`config.mk`:
```
export PLATFORM = sky130hd
export DESIGN_NAME = serial_paralelo_rx_flat
export DESIGN_NICKNAME = d
export VERILOG_FILES = /design/src/rtl/serial_paralelo_rx_if.sv /design/src/rtl/serial_paralelo_rx.sv /design/src/flat_wrapper.sv
export SDC_FILE = /design/constraint.sdc
export NUM_CORES = 1
export LEC_CHECK = 0
export BUFFER_PORTS_ARGS = -buffer_cell sky130_fd_sc_hd__buf_2
export CORE_MARGIN = 10
export CORE_UTILIZATION = 59
export DETAILED_ROUTE_END_ITERATION = 10
export PLACE_DENSITY = 0.8
export SLEW_MARGIN = 20
export SYNTH_ARGS = -nofsm -noshare
export SYNTH_HDL_FRONTEND = slang
export SYNTH_SLANG_ARGS = --single-unit
```
`constraint.sdc`:
```
create_clock -name clk_32f -period 4.6 [get_ports clk_32f]
set_clock_uncertainty 0.2 [all_clocks]
set_input_delay 0.92 -clock clk_32f [delete_from_list [all_inputs] [get_ports clk_32f]]
set_output_delay 0.92 -clock clk_32f [all_outputs]
set_load 0.02 [all_outputs]
```
`src/rtl/serial_paralelo_rx_if.sv`:
```
// serial_paralelo_rx_if: serial line in, aligned byte stream out.
// The byte_count signal exists only when SP_RX_BYTE_CNT_EN is defined.
interface serial_paralelo_rx_if;
    logic       in_serial;
    logic [7:0] data_out;
    logic       valid_out;
    logic       active;
`ifdef SP_RX_BYTE_CNT_EN
    logic [7:0] byte_count;
`endif
    modport master (
        output in_serial,
`ifdef SP_RX_BYTE_CNT_EN
        input  byte_count,
`endif
        input  data_out, valid_out, active
    );
    modport slave (
        input  in_serial,
`ifdef SP_RX_BYTE_CNT_EN
        output byte_count,
`endif
        output data_out, valid_out, active
    );
endinterface

```
`src/rtl/serial_paralelo_rx.sv`:
```
// serial_paralelo_rx: MSB-first deserializer aligning on four COM bytes, dropping COM/IDL once active.
// Optional byte counter enabled by SP_RX_BYTE_CNT_EN.
module serial_paralelo_rx (
    input logic                 clk_32f,
    input logic                 reset,
    serial_paralelo_rx_if.slave bus
);
    localparam logic [7:0] COM        = 8'hBC;
    localparam logic [7:0] IDL        = 8'h7C;
    localparam logic [2:0] COM_TARGET = 3'd4;

    typedef enum logic [1:0] {SEARCH, SYNC, ACTIVE} state_t;

    state_t     state, state_n;
    logic [7:0] sr, data_q, data_n;
    logic [2:0] bit_cnt, bit_n, com_cnt, com_n;
    logic       valid_q, valid_n, active_q, active_n;
    logic       boundary;

    // Once aligned, sr holds a whole byte on the last count of each 8-cycle frame
    assign boundary = bit_cnt == 3'd7;

    always_comb begin
        state_n  = state;
        bit_n    = bit_cnt + 3'd1;
        com_n    = com_cnt;
        data_n   = data_q;
        valid_n  = 1'b0;
        active_n = active_q;
        case (state)
            SEARCH: begin
                bit_n = 3'd0;
                if (sr == COM) begin
                    state_n = SYNC;
                    com_n   = 3'd1;
                end
            end
            SYNC: if (boundary) begin
                if (sr == COM) begin
                    com_n = com_cnt + 3'd1;
                    if (com_n == COM_TARGET) begin
                        state_n  = ACTIVE;
                        active_n = 1'b1;
                    end
                end else begin
                    state_n = SEARCH;
                    com_n   = 3'd0;
                end
            end
            ACTIVE: if (boundary && sr != COM && sr != IDL) begin
                data_n  = sr;
                valid_n = 1'b1;
            end
            default: state_n = SEARCH;
        endcase
    end

    always_ff @(posedge clk_32f) begin
        if (reset) begin
            state    <= SEARCH;
            sr       <= 8'd0;
            bit_cnt  <= 3'd0;
            com_cnt  <= 3'd0;
            data_q   <= 8'd0;
            valid_q  <= 1'b0;
            active_q <= 1'b0;
        end else begin
            state    <= state_n;
            sr       <= {sr[6:0], bus.in_serial};
            bit_cnt  <= bit_n;
            com_cnt  <= com_n;
            data_q   <= data_n;
            valid_q  <= valid_n;
            active_q <= active_n;
        end
    end

    assign bus.data_out  = data_q;
    assign bus.valid_out = valid_q;
    assign bus.active    = active_q;

`ifdef SP_RX_BYTE_CNT_EN
    logic [7:0] cnt_q;
    always_ff @(posedge clk_32f) begin
        if (reset) cnt_q <= 8'd0;
        else if (valid_n) cnt_q <= cnt_q + 8'd1;
    end
    assign bus.byte_count = cnt_q;
`endif
endmodule
```
`src/flat_wrapper.sv`:
```
// flat-port wrapper written by rule: the top's interface ports become plain ports
module serial_paralelo_rx_flat 
  (clk_32f, reset, bus_in_serial, bus_data_out, bus_valid_out, bus_active);
  serial_paralelo_rx_if bus_i ();
  input logic clk_32f;
  input logic reset;
  input wire logic [$bits(bus_i.in_serial)-1:0] bus_in_serial;
  output wire logic [$bits(bus_i.data_out)-1:0] bus_data_out;
  output wire logic [$bits(bus_i.valid_out)-1:0] bus_valid_out;
  output wire logic [$bits(bus_i.active)-1:0] bus_active;
  assign bus_i.in_serial = bus_in_serial;
  assign bus_data_out = bus_i.data_out;
  assign bus_valid_out = bus_i.valid_out;
  assign bus_active = bus_i.active;
  serial_paralelo_rx u_core (.clk_32f(clk_32f), .reset(reset), .bus(bus_i));
endmodule
```
==> results.toml <==
[outcome]
status = "completed"

[critical_path]
crit_fanout = 4
critPathArrivalTime_ps = 890
cp_slowest_cell = "dfxtp_1"
critPathRequiredTime_ps = 3480
end_kind = "primary output"
critPathTopFamily = "flip-flops"
path_cells = "buf_2"
cp_slowest_stage_delay_ps = 390
critPathBufInv = 1
crit_type = "reg2out"
critPathLaunchType = "flip-flop"

[yosys]
yosys_warnings = 0
syn_nets = 121
syn_area_per_cell_um2 = 9.757
synthCells = 114
seq_area_frac_synth_pct = 46.79
synth_flop_cell = "dfxtp_1"
synth-seq-cells = 26
synth_cell_type_count = 35
syn_area_um2 = 1112
synth-async-reset-ratio_pct = 0
synth_edf_count = 0

[power]
leakage_nw = 0.5202
vdd_ir_drop_max_v = 0.0002627
total_power_mw = 0.3882
p_per_area_nw_per_um2 = 315.3

[place]
post-dp-hpwl_um = 1484
placed_cells = 145
gp_congestion = 0.7636
dp_slack_ps = 2512
port_buffers = 12

[finish]
final_cells = 149
nFillCells = 152
nets = 132
diodes = 0
layout_commonest_cell = "dfxtp_1"
area_growth_pct = 10.69
multi_input_area_um2 = 563.0
regArea_um2 = 520.5
post-route-util_pct = 69.79
drive_gt1_share_pct = 17.74
final_cell_mix = "dfxtp_1, nor2b_1, buf_2"

[global_route]
grt_use_total_pct = 10.19
grt_max_degree = 30
overflow = 0
grt_pass1_wl_um = 3422
grt_pass1_vias = 802
antenna_found_initial = 0

[routing]
viasPerCell = 5.530
drc = 0
vias = 824
drtPass1Iterations = 4
postRouteAntennaNets = 0
drt_iter0_drc = 9
wirelength_um = 1967
post_drt_wl_per_cell_um = 13.20

[sta]
timing.fmax_ghz = 0.4972
maxSlewHeadroom_pct = 70.35
slew_violations = 0
setup_viol = 0
hold_viol = 0
worst_pin_slew_ps = 444.8
period_minus_slack_ps = 2011
fin_crit_sh_pct = 43.72
rsz0062_at_grt = "false"
final.setup.tns_ps = 0
finalWorstSetupSlack_ps = 2589

[floorplan]
initial_utilization_pct = 63.05
die_w_um = 63.42
coreArea_um2 = 1764
placementRows = 15
die_h_um = 63.42
ioPinCount = 13
dieArea_um2 = 4022

[clock_network]
clock-root-buffer = "clkbuf_4"
cts_tree = "done"
path_clk_slew_ps = 130
cts_buffers = 3
holdBufCountCts = 0
htree_levels = 1
cts_sinks = 26
post_cts_buffers = 0
clk_latency_ps = 320
cts_resized = 0
ctsLongestPathBuffers = 2

[flow_run]
max_cap_violations = 0

[hold_path]
hold_path.class = "reg2reg"
==> state kept, by name, indices dropped and copies added (netlist names) <==
| register | cells |
|---|---|
| u_core.bus.data_out | 8 |
| u_core.bus.active | 1 |
| u_core.bus.valid_out | 1 |
| u_core.com_cnt | 3 |
| u_core.state | 2 |
| u_core.sr | 8 |
| u_core.bit_cnt | 3 |
==> per-stage QoR <==
stage | hold WS [ps] | cell area, um2
6_report | 255.5 | 1231
5_1_grt | 297.5 | 1231
4_1_cts | 264.2 | 1231
3_5_place_dp | 244.8 | 1179
3_3_place_gp | 216.8 | 1179
2_1_floorplan | 208.4 | 1112
==> cell usage after synthesis, drive strengths merged, types with 2 or more instances <==
| cell | count | share of area [%] |
|---|---|---|
| and3 | 2 | 1.1 |
| nor2b | 12 | 6.7 |
| nand2b | 5 | 2.8 |
| a31oi | 2 | 1.1 |
| nand3b | 5 | 3.4 |
| nor3b | 4 | 2.7 |
| o21ai | 4 | 1.8 |
| nor3 | 4 | 1.8 |
| dfxtp | 26 | 47 |
| mux2 | 2 | 2.0 |
| a221oi | 2 | 1.6 |
| a21oi | 5 | 2.6 |
| and2 | 2 | 1.1 |
| nand3 | 5 | 2.2 |
| nand2 | 5 | 1.7 |
| xor2 | 2 | 1.6 |
| clkbuf | 5 | 1.8 |
| ha | 4 | 4.5 |
| nor2 | 4 | 1.3 |
==> cells by family after synthesis <==
| group | count (synthesis) | synth area share, % |
|---|---|---|
| and+or+nand+nor | 54 | 31.05 |
| DFF | 26 | 46.79 |
| AOI/OAI and AO/OA | 18 | 10.58 |
| buffers and inverters | 7 | 2.586 |
| adders and majority gates | 4 | 4.500 |
| muxes | 3 | 2.925 |
| xor gates and xnor gates | 2 | 1.575 |
==> power by group <==
part / internal (mW) / leakage [nW] / switching (mW)
clock network: 0.0882 / 0.0279 / 0.0661
logic: 0.00255 / 0.282 / 0.00398
registers: 0.227 / 0.210 / 0.000864
==> layer usage <==
layer	part of all wire [%]	up-vias	GRT usage [%]
li1	-	421	-
met2	49	10	17.34
met1	45	388	10.73
met3	3.9	5	3.534
met4	2.0	0	5.464
met5	0	-	0
==> cell type report <==
class	instances	share of cell area, %
timing repair buffer	12	4.878
clock inverter	1	2.439
sequential	26	42.28
inverter	1	0.3049
multi-input combinational	81	45.73
tap	25	2.541
clock buffer	3	1.829
==> tightest hold or removal path, delay by kind of cell, from the launching register on <==
kind / cells / cell delay, ps
AOI/OAI and AO/OA: 1 / 50
DFF: 1 / 330
buffers and inverters: 1 / 50
==> path summary, 6_finish.rpt <==
path | end | slack (ps) | depth (start not counted) | start
max | bus_data_out[7] | 2590 | 1 | u_core.bus.data_out[7]$_SDFFE_PP0P_
min | u_core.bus.active$_SDFFE_PP0P_ | 260 | 2 | u_core.bus.active$_SDFFE_PP0P_
max reg2reg | u_core.bus.data_out[6]$_SDFFE_PP0P_ | 2610 | 6 | u_core.bit_cnt[0]$_SDFF_PP0_
min reg2reg | u_core.bus.active$_SDFFE_PP0P_ | 260 | 2 | u_core.bus.active$_SDFFE_PP0P_
Power figures use the tool's default switching activity.
